`src/rtl/tt_sweep_ctrl_if.sv`:
```
`default_nettype none
// ============================================================================
// Module   : tt_sweep_ctrl_if
// Brief    : Host/gate-side bundle for the truth-table sweep controller.
// Revision : 1.0 - initial release
// ============================================================================
interface tt_sweep_ctrl_if;
  logic        start;
  logic        abort;
  logic [15:0] expected_tt;
  logic        gate_out;
  logic [3:0]  gate_in;
  logic        busy;
  logic        done;
  logic [15:0] tt_out;
  logic        match;
  logic [4:0]  mismatch_cnt;

  // The master side is the host together with the gate under control.
  modport master (
    output start, abort, expected_tt, gate_out,
    input  gate_in, busy, done, tt_out, match, mismatch_cnt
  );

  modport slave (
    input  start, abort, expected_tt, gate_out,
    output gate_in, busy, done, tt_out, match, mismatch_cnt
  );
endinterface
`default_nettype wire

```
`src/rtl/tt_sweep_ctrl.sv`:
```
`default_nettype none
// ============================================================================
// Module   : tt_sweep_ctrl
// Brief    : Drives all 16 vectors into a 4-input gate, captures its truth
//            table and scores it against an expected table.
// Revision : 1.0 - initial release
// ============================================================================
module tt_sweep_ctrl #(
  parameter int SETTLE_CYCLES = 4
) (
  input  wire logic     clk,
  input  wire logic     rst_n,
  tt_sweep_ctrl_if.slave bus
);

  localparam logic [7:0] C_SETTLE = 8'(SETTLE_CYCLES);

  typedef enum logic [1:0] {
    S_IDLE  = 2'd0,
    S_DRIVE = 2'd1,
    S_DONE  = 2'd2
  } state_t;

  state_t      r_state;
  logic [3:0]  r_idx;
  logic [7:0]  r_cnt;
  logic [15:0] r_work;
  logic [15:0] r_exp;
  logic [3:0]  r_gate_in;
  logic        r_busy;
  logic        r_done;
  logic [15:0] r_tt;
  logic        r_match;
  logic [4:0]  r_mcnt;

  logic [15:0] w_work_nxt;
  logic [15:0] w_diff;
  logic [4:0]  w_pop;

  // Results are scored on the final sample edge so they appear with done.
  always_comb begin
    w_work_nxt        = r_work;
    w_work_nxt[r_idx] = bus.gate_out;
    w_diff            = w_work_nxt ^ r_exp;
    w_pop             = '0;
    for (int k = 0; k < 16; k++) begin
      w_pop = w_pop + {4'd0, w_diff[k]};
    end
  end

  always_ff @(posedge clk or negedge rst_n) begin
    if (!rst_n) begin
      r_state   <= S_IDLE;
      r_idx     <= '0;
      r_cnt     <= '0;
      r_work    <= '0;
      r_exp     <= '0;
      r_gate_in <= '0;
      r_busy    <= 1'b0;
      r_done    <= 1'b0;
      r_tt      <= '0;
      r_match   <= 1'b0;
      r_mcnt    <= '0;
    end else begin
      r_done <= 1'b0;
      case (r_state)
        S_IDLE: begin
          if (bus.start) begin
            r_state   <= S_DRIVE;
            r_exp     <= bus.expected_tt;
            r_work    <= '0;
            r_idx     <= '0;
            r_cnt     <= '0;
            r_gate_in <= '0;
            r_busy    <= 1'b1;
          end
        end
        S_DRIVE: begin
          if (bus.abort) begin
            r_state   <= S_IDLE;
            r_gate_in <= '0;
            r_busy    <= 1'b0;
            r_idx     <= '0;
            r_cnt     <= '0;
          end else if (r_cnt < C_SETTLE) begin
            r_cnt <= r_cnt + 8'd1;
          end else begin
            r_work <= w_work_nxt;
            r_cnt  <= '0;
            if (r_idx == 4'd15) begin
              r_state   <= S_DONE;
              r_busy    <= 1'b0;
              r_gate_in <= '0;
              r_done    <= 1'b1;
              r_tt      <= w_work_nxt;
              r_match   <= (w_diff == 16'd0);
              r_mcnt    <= w_pop;
              r_idx     <= '0;
            end else begin
              r_idx     <= r_idx + 4'd1;
              r_gate_in <= r_idx + 4'd1;
            end
          end
        end
        S_DONE: begin
          r_state <= S_IDLE;
        end
        default: begin
          r_state <= S_IDLE;
        end
      endcase
    end
  end

  assign bus.gate_in      = r_gate_in;
  assign bus.busy         = r_busy;
  assign bus.done         = r_done;
  assign bus.tt_out       = r_tt;
  assign bus.match        = r_match;
  assign bus.mismatch_cnt = r_mcnt;

endmodule
`default_nettype wire

```
`src/flat_wrapper.sv`:
```
// flat-port wrapper written by rule: the top's interface ports become plain ports
module tt_sweep_ctrl_flat 
#(
  parameter int SETTLE_CYCLES = 4
)
  (clk, rst_n, bus_start, bus_abort, bus_expected_tt, bus_gate_out, bus_gate_in, bus_busy, bus_done, bus_tt_out, bus_match, bus_mismatch_cnt);
  tt_sweep_ctrl_if bus_i ();
  input  wire logic clk;
  input  wire logic rst_n;
  input wire logic [$bits(bus_i.start)-1:0] bus_start;
  input wire logic [$bits(bus_i.abort)-1:0] bus_abort;
  input wire logic [$bits(bus_i.expected_tt)-1:0] bus_expected_tt;
  input wire logic [$bits(bus_i.gate_out)-1:0] bus_gate_out;
  output wire logic [$bits(bus_i.gate_in)-1:0] bus_gate_in;
  output wire logic [$bits(bus_i.busy)-1:0] bus_busy;
  output wire logic [$bits(bus_i.done)-1:0] bus_done;
  output wire logic [$bits(bus_i.tt_out)-1:0] bus_tt_out;
  output wire logic [$bits(bus_i.match)-1:0] bus_match;
  output wire logic [$bits(bus_i.mismatch_cnt)-1:0] bus_mismatch_cnt;
  assign bus_i.start = bus_start;
  assign bus_i.abort = bus_abort;
  assign bus_i.expected_tt = bus_expected_tt;
  assign bus_i.gate_out = bus_gate_out;
  assign bus_gate_in = bus_i.gate_in;
  assign bus_busy = bus_i.busy;
  assign bus_done = bus_i.done;
  assign bus_tt_out = bus_i.tt_out;
  assign bus_match = bus_i.match;
  assign bus_mismatch_cnt = bus_i.mismatch_cnt;
  tt_sweep_ctrl #(.SETTLE_CYCLES(SETTLE_CYCLES)) u_core (.clk(clk), .rst_n(rst_n), .bus(bus_i));
endmodule
```
`config.mk`:
```
export PLATFORM = sky130hd
export DESIGN_NAME = tt_sweep_ctrl_flat
export DESIGN_NICKNAME = d
export VERILOG_FILES = /design/src/rtl/tt_sweep_ctrl_if.sv /design/src/rtl/tt_sweep_ctrl.sv /design/src/flat_wrapper.sv
export SDC_FILE = /design/constraint.sdc
export NUM_CORES = 1
export LEC_CHECK = 0
export ABC_AREA = 1
export CAP_MARGIN = 10
export CORE_MARGIN = 5
export CORE_UTILIZATION = 33
export DETAILED_ROUTE_END_ITERATION = 7
export SLEW_MARGIN = 20
export SYNTH_ARGS = -nofsm -noshare
export SYNTH_HDL_FRONTEND = slang
export SYNTH_SLANG_ARGS = --single-unit
export TNS_END_PERCENT = 20
```
`constraint.sdc`:
```
create_clock -name clk -period 7.5 [get_ports clk]
set_input_delay 1.875 -clock clk [delete_from_list [all_inputs] [get_ports clk]]
set_output_delay 1.875 -clock clk [all_outputs]
set_load 0.05 [all_outputs]
```
* After elaboration in Yosys (flattened, before gate mapping)
Cells that the tools add are included.
Word-level totals: output and inout port bits 28, bits in registers 70
Operators by class: eq/ne operators 7, add/sub/neg operators 17, order comparisons 3, reduce and logical (&&, ||, !) cells 11, muxes and demuxes 30, bitwise logic cells 3
Operator list (number):
- 5-bit by 1-bit adder with 5-bit output | 14
- 16-bit 2-to-1 mux | 3
- 16-bit one-hot mux with 2 select lines | 1
- 8-bit 2-to-1 mux | 3
- 16-bit bitwise mux | 1
- 16-bit zero test | 1
- 4-bit 2-to-1 mux | 4
- 8-bit one-hot mux with 2 select lines | 1
- 16-bit bitwise XOR | 1
- 4-bit AND reduction | 3
- 1-bit 2-to-1 mux | 9
- 8-bit by 1-bit adder with 8-bit output, second input constant | 1
- 8-bit by 3-bit less-than comparator with 1-bit output, second input constant | 1
- 2-bit 2-to-1 mux | 4
- 4-bit one-hot mux with 2 select lines | 1
- 2-bit != test, second input constant | 3
- 3-bit AND reduction | 2
- 4-bit by 5-bit less-than comparator with 1-bit output, second input constant | 1
- 4-bit by 1-bit adder with 4-bit output, second input constant | 1
- 1-bit demux with 4-bit select | 1
- 4-bit equality test, second input constant | 1
- 4-bit by 1-bit >= comparator with 1-bit output, second input constant | 1
- 2-bit one-hot mux with 2 select lines | 1
- 2-bit AND reduction | 2
- 9 further kinds | 10

* Depth between registers and ports, before layout
depth after elaboration 21, mapped depth 20, mapped depth without buffers 20

* Worst setup path before layout
Ideal clock, no wire load.
path type in2reg, from input bus_gate_out, to register u_core.r_mcnt[1], in the netlist u_core.bus.mismatch_cnt[1], library setup time 118 ps, required time 7382 ps, cell stages on the path 16, setup slack 1451 ps, data arrival time 5931 ps, path through buf_4 > buf_4 > a31oi_1 > xnor2_1 > inv_1 > ha_1 > inv_1 > fa_1 > fa_1 > fa_1 > fa_1 > fa_1 > inv_1 > fa_1 > nand2_1 > nand2_1
Between the ends: longest elaborated chain between the ends 17
RTL lines:
- start, declared | RTL line flat_wrapper.sv:13 | input wire logic [$bits(bus_i.gate_out)-1:0] bus_gate_out;
- 16-bit bitwise mux * | RTL line tt_sweep_ctrl.sv:43 | w_work_nxt[r_idx] = bus.gate_out;
- 16-bit bitwise XOR * | RTL line tt_sweep_ctrl.sv:44 | w_diff = w_work_nxt ^ r_exp;
- 1-bit by 1-bit adder with 2-bit output | RTL line tt_sweep_ctrl.sv:47 | w_pop = w_pop + {4'd0, w_diff[k]};
- 5-bit by 1-bit adder with 5-bit output (13 in a row) | RTL line tt_sweep_ctrl.sv:47
- 5-bit by 1-bit adder with 5-bit output * | RTL line tt_sweep_ctrl.sv:47
- net u_core.w_pop[1] | RTL line tt_sweep_ctrl.sv:38 | logic [4:0] w_pop;
- end signal, assigned | RTL line tt_sweep_ctrl.sv:97 | r_mcnt <= w_pop;
- end, declared | RTL line tt_sweep_ctrl.sv:34 | logic [4:0] r_mcnt;
Mark *: on every way through the listed nets, which the timed path passes. The rest lies on a longest branch. A chain may end at the register's enable or synchronous reset.

* Worst setup path in the final report
from input bus_gate_out, to register u_core.r_mcnt[4], in the netlist u_core.bus.mismatch_cnt[4]
Between the ends: longest elaborated chain between the ends 17
RTL lines (RTL line):
- 16-bit bitwise mux * | tt_sweep_ctrl.sv:43
- 16-bit bitwise XOR * | tt_sweep_ctrl.sv:44
- 1-bit by 1-bit adder with 2-bit output | tt_sweep_ctrl.sv:47
- 5-bit by 1-bit adder with 5-bit output (13 in a row) | tt_sweep_ctrl.sv:47
- 5-bit by 1-bit adder with 5-bit output * | tt_sweep_ctrl.sv:47
Mark *: on every way between the ends. The rest lies on a longest branch, timed or not.

==> impl_results.md <==
* Sequential share of the synthesized area at 0.446
* CTS tree: yes
* Clock transition at path regs at 60 ps
* P&R area growth vs syn at 21.7%
* Routed vias at 3119
* Startpoint types: input pin
* Fin. max-slew vios at 0
* Root Buffer: clkbuf_16
* Initial Util at 0.340
* Synthesized area at 3930 um2
* Final hold violation count at 0
* Pin slew with the least headroom to its limit at 990 ps
* Cell Count, Final, Fillers Out at 651
* Cts hold-fix bufs at 0
* Post-synth EDFFs at 0
* Wire length of the first global-routing pass at 16100 um
* DR pass1 iterations at 4
* Total GRT Usage at 0.140
* Syn Inst Count at 462
* Clock buffer count from CTS at 9
* Post-route DRC at 0
* Setup crit start: bus_gate_out
* Final GP Congestion at 0.859
* Post-cts gate resize count at 0
* DP Worst Slack at 814 ps
* Fin crit period at 6360 ps
* Bufs on Longest Clock Path at 2
* Die X at 119 um
* Worst clock skew at 9.73 ps
* Post-synthesis cell type count at 36
* Clock sinks at 70
* I/O Buffers at 48
* Placed Cells at 635
* Largest net degree at the start of global routing at 71
* Fin crit share at 0.848
* Crit path DAT at 6550 ps
* Largest area contributor in the netlist: dfrtp_1
* Die area at 14200 um2
* Wirelength per Cell at 14.4 um
* Status: completed
* LEAKAGE at 2.29 nW
* Total grt overflow at 0
* RSZ-0062 raised after global routing: no
* Vias in the first global route at 3271
* Hold Path Origin: u_core.r_cnt[6]
* Critical Path Fanout Max at 9
* Routed vias/inst at 4.79
* Crit path kind: in2reg
* Ant diodes at 0
* Setup WS post-layout at 1140 ps
* Core footprint at 11600 um2
* Nets at 546
* Avg Inst Size Synth at 8.50 um2
* Rows at 39
* Async set-reset flop share out of synthesis at 1.00
* Seq cells post-synth at 70
* Top FF cell, synth: dfrtp_1
* Initial drt markers at 219
* Crit path required time at 7690 ps
* Yosys warnings at 0
* PD cells at 361 nW/um2
* Share of cells above drive strength 1 at 0.108
* Top cells by area, synth: dfrtp_1 (45%), nand2_1 (13%), fa_1 (5.1%)
* Synthesized Nets at 505
* # fillers at 1116
* Drt total wl at 9360 um
* Slew margin rel. at 0.340
* Die Y-Extent at 119 um
* Initial antenna violation count at 0
* I/O Pins at 49
* Htree depth at 3
* Yosys top cell area share at 0.446
* Final setup vio count at 0
* Max Cap Violations at 0
* FF-to-FF Start: u_core.r_idx[3]
* Setup Fix Bufs, Post-CTS at 0
* Maximum clock rate at 157 MHz
* Max IR drop VDD at 195 uV
* Post-DP HPWL at 6680 um
* Post-DRT Antenna Nets at 0
* Clk Latency, worst-skew pair at 340 ps
* Fin Setup TNS at 0 ps
* Hold Crit Class: reg2reg
* Worst Setup End Kind: register
[worst paths after layout]
| kind | to | slack [ps] | depth (start not counted) |
|---|---|---|---|
| worst max register to register | u_core.bus.mismatch_cnt[4] | 2190 | 17 |
| max in group asynchronous | u_core.bus.mismatch_cnt[1] | 5160 | 2 |
| worst min register to register | u_core.r_cnt[6] | 470 | 2 |
| worst min-delay path | u_core.r_cnt[6] | 470 | 2 |
| worst max-delay path | u_core.bus.mismatch_cnt[4] | 1140 | 17 |
| min in group asynchronous | u_core.bus.done | 1740 | 2 |
[synthesized netlist by cell type (2+ instances only)]
master	n
a21oi_1	6
a31oi_1	6
buf_2	8
buf_4	2
buf_6	5
clkbuf_1	4
dfrtp_1	70
fa_1	10
ha_1	12
inv_1	52
inv_2	5
inv_4	2
nand2_1	136
nand2_2	9
nand3_1	37
nand3_2	7
nand3b_1	2
nand4_1	9
nand4_2	2
nor2_1	17
nor2_2	4
nor2_8	2
o21ai_0	30
o21ai_1	3
o22ai_1	7
xnor2_1	5
[cells by family (layout without fill, tap and decap cells)]
| kind of cell | Yosys count | in the layout | share of synthesized area |
|---|---|---|---|
| simple gates | 228 | 228 | 0.276 |
| buf+inv | 80 | 126 | 0.0946 |
| flops | 70 | 70 | 0.446 |
| compound gates | 56 | 56 | 0.0809 |
| fa+ha+maj | 22 | 22 | 0.0892 |
| xor+xnor | 6 | 6 | 0.0134 |
[power breakdown]
group / internal, mW / switching, mW / total [mW]
Clock: 0.292 / 0.167 / 0.459
Combinational: 0.340 / 0.481 / 0.822
Sequential: 0.419 / 0.0264 / 0.446
[worst max-delay path, cell delays in order]
cell             delay (ps)
clkdlybuf4s50_1         590
a31oi_1                 400
xnor2_1                 190
inv_1                    70
ha_1                    270
inv_1                    50
fa_1                    510
fa_1                    540
fa_1                    530
fa_1                    570
fa_1                    170
inv_1                    60
fa_1                    370
nand2_1                  80
inv_1                    50
o21ai_0                 130
o21ai_0                 100
[layer usage]
metal | track usage | part of all wire | vias up
li1 | - | - | 1559
met1 | 0.184 | 0.45 | 1471
met2 | 0.224 | 0.47 | 76
met3 | 0.0427 | 0.060 | 13
met4 | 0.0391 | 0.016 | 0
met5 | 0 | 0 | -
[per-stage QoR]
step	utilization	area [um2]	hold slack (ps)	power [mW]
2_1_floorplan	-	3930	437	1.11
3_3_place_gp	0.385	4460	450	1.24
3_5_place_dp	0.385	4460	453	1.27
4_1_cts	0.413	4780	470	1.76
5_1_grt	0.413	4780	496	1.91
6_report	0.413	4780	470	1.73
[cell type report]
type | count | area (um2) | share of cell area
multi-input cells | 312 | 1800 | 0.378
repair buffers | 50 | 490 | 0.103
well taps | 143 | 179 | 0.0374
inverters | 60 | 230 | 0.0482
flip-flops and latches | 70 | 1750 | 0.367
clock inverters | 7 | 97.6 | 0.0204
clock buffers | 9 | 225 | 0.0471
[layout by cell type, fill, tap and decap left out, drive strengths merged, types with 3 or more instances in the layout]
master         count
ha                12
o21ai             34
a31oi              7
clkinv             3
clkdlybuf4s50     47
fa                10
xnor2              5
inv               60
dfrtp             70
nand2            145
nand3b             3
nand4             11
a21oi              6
nand3             44
o22ai              7
buf                3
nor2              24
clkbuf             9
[sequential cells by signal (all words and copies together) (netlist names)]
register / count
u_core.bus.match: 1
u_core.r_exp: 16
u_core.r_state: 2
u_core.bus.done: 1
u_core.r_cnt: 8
u_core.bus.mismatch_cnt: 5
u_core.r_work: 16
u_core.bus.tt_out: 16
u_core.bus.busy: 1
u_core.r_idx: 4
No activity file was read; power rests on OpenSTA's default activity.
==> patch, RTL diff (same flow settings) <==
Make the reset (`rst_n`) synchronous in one clocked block.
--- a/src/rtl/tt_sweep_ctrl.sv
+++ b/src/rtl/tt_sweep_ctrl.sv
@@ -50,3 +50,3 @@
 
-  always_ff @(posedge clk or negedge rst_n) begin
+  always_ff @(posedge clk) begin
     if (!rst_n) begin
Formal check against the unedited RTL: differs if rst_n is asserted again (counterexample within 4 cycles, from zero or initial values and one cycle with rst_n low); with rst_n held inactive, the same outputs for 10 cycles.
==> patch against the original RTL <==
- sequential cell count did not move
- final area down 8.9%
- synthesized cell count is 8.2% higher
- area after synthesis down 7.4%
- cell count increased by 4.6%
- first-iteration DRC count fell by 13%
- routed wire length rose by 0.93%
- die area down 6.8%
- global-route usage increased by 1.1 points
- count of clock-buffer cells in the layout increased by 3
- setup slack lost 0.11 ns
- critical endpoint is now u_core.bus.mismatch_cnt[4]
- largest cell class unchanged
Power is not compared: it rests on default switching activity, and its combinational part moved more than twofold at a synthesized area within 25%.
==> patch: results (changes against the original RTL) <==
stage	metric	value	unit	change
outcome	status	finished, final reports clean		
timing	fin_hold_ws	0.4433	ns	-0.02684 ns
drt	vias_per_cell	4.934		+3.0%
synth	synth_cell_types	29		-19%
drt	drt-initial-drc-count	190		-13%
synth	synth_common_cells	nand2_1 (110), dfxtp_1 (70), inv_1 (49)		
critical_path	critPathMaxFanout	6		-3
clock_network	cts_hold_buf	0		unchanged
hold_path	hold_depth	2		unchanged
global_routing	grt_util_met3	0.04158		-0.001075
synth	syn_avg_cell_area	7.272	um^2	-14%
drt	vias	3360		+7.7%
placement	dpl_cell_area	0.004188	mm^2	-6.0%
cells_and_area	fin_nets	579		+6.0%
critical_path	reg2reg_depth	18		+1
pwr	p_comb_frac	0.371		
critical_path	r2r_slack	2.18	ns	
clock_network	postCtsSetupRepairBufs	0		unchanged
drt	wl_met1	4396	um	+3.4%
drt	drt-total-wl	9447	um	+0.93%
global_routing	use_met2	0.2419		+0.01760
global_routing	grt_use_met1	0.1960		+0.01189
drt	wl_met2	4368	um	-0.70%
clock_network	cts_root_buffer	clkbuf_8		
timing	period_minus_slack	6.470	ns	+0.1072 ns
cells_and_area	drive_gt1_frac	0.05730		-0.05097
cells_and_area	diodes	0		unchanged
drt	firstDrtPassIters	5		+1
hold_path	hp-start	u_core.r_cnt[3]		
clock_network	cts_resized	0		unchanged
critical_path	timing.rr.end	u_core.bus.mismatch_cnt[4]		
placement	gp_congestion	0.8658		+0.74%
pwr	seq_power	0.399	mW	
placement	hpwl	6716	um	+0.61%
global_routing	grt_max_degree	50		-30%
synth	synthTopCellsByArea	dfxtp_1 (39%), nand2_1 (11%), a21oi_1 (6.6%)		
synth	synth_async_sr_flop_share	0		-1.000
global_routing	grt_pass1_wl	15840	um	-1.3%
timing	slew_headroom	0.3663		+0.02659
placement	dp_slack	0.6423	ns	-0.1719 ns
global_routing	grt_use_total	0.1511		+0.01110
critical_path	worstSetupStartpoint	bus_gate_out		
critical_path	r2r_start	u_core.r_idx[3]		
synth	yosys_warnings	0		unchanged
synth	synth_fp_nets	543		+7.5%
timing	skew	0.008666	ns	-0.001069 ns
drt	detail-route-antenna-nets	0		unchanged
clock_network	numCtsBuffers	9		unchanged
critical_path	cp_slowest_cell	fa_1		
pwr	p_leak	1.821	nW	
clock_network	cts.path.max_buffers	2		unchanged
drt	wl_met3	513	um	-8.1%
critical_path	cp_slowest_stage_delay	0.54	ns	-0.05 ns
global_routing	first_global_vias	3298		+0.83%
hold_path	min_to	u_core.r_cnt[3]		
clock_network	h-tree-depth	3		unchanged
placement	placed_cells	665		+4.7%
synth	seq_area_frac_synth	0.3854		-0.06059
timing	tns	0	ns	unchanged
## patch: cell count changes after synthesis, sizes merged, moves of 7 or more
cell and delta:
clkbuf +7, nor2 +23, dfxtp +70, o21ai +19, o22ai -7, nand2 -35, a21oi +42, dfrtp -70
nand3 -10
## patch: layout make-up
class                   instances  area, um^2
flip-flops and latches         70        1401
repair buffers                 53       518.0
multi-input cells             348        1891
clock inverters                 4       22.52
well taps                     140       175.2
inverters                      54       202.7
fillers                      1127        6485
clock buffers                  12       145.1
## patch: worst min-delay path, cell delays in order (launching register included)
cell and delay [ns]:
dfxtp_1 0.31, nand2_1 0.06, nor2_1 0.04
## patch: kinds of logic (layout without fill, tap and decap cells)
logic type,after synthesis,in the layout,share of synthesized area
buf+inv,82,123,0.09463
fa+ha+maj,22,22,0.09635
flops,70,70,0.3854
simple gates,206,206,0.2471
xor+xnor,6,6,0.01445
compound gates,114,114,0.1621
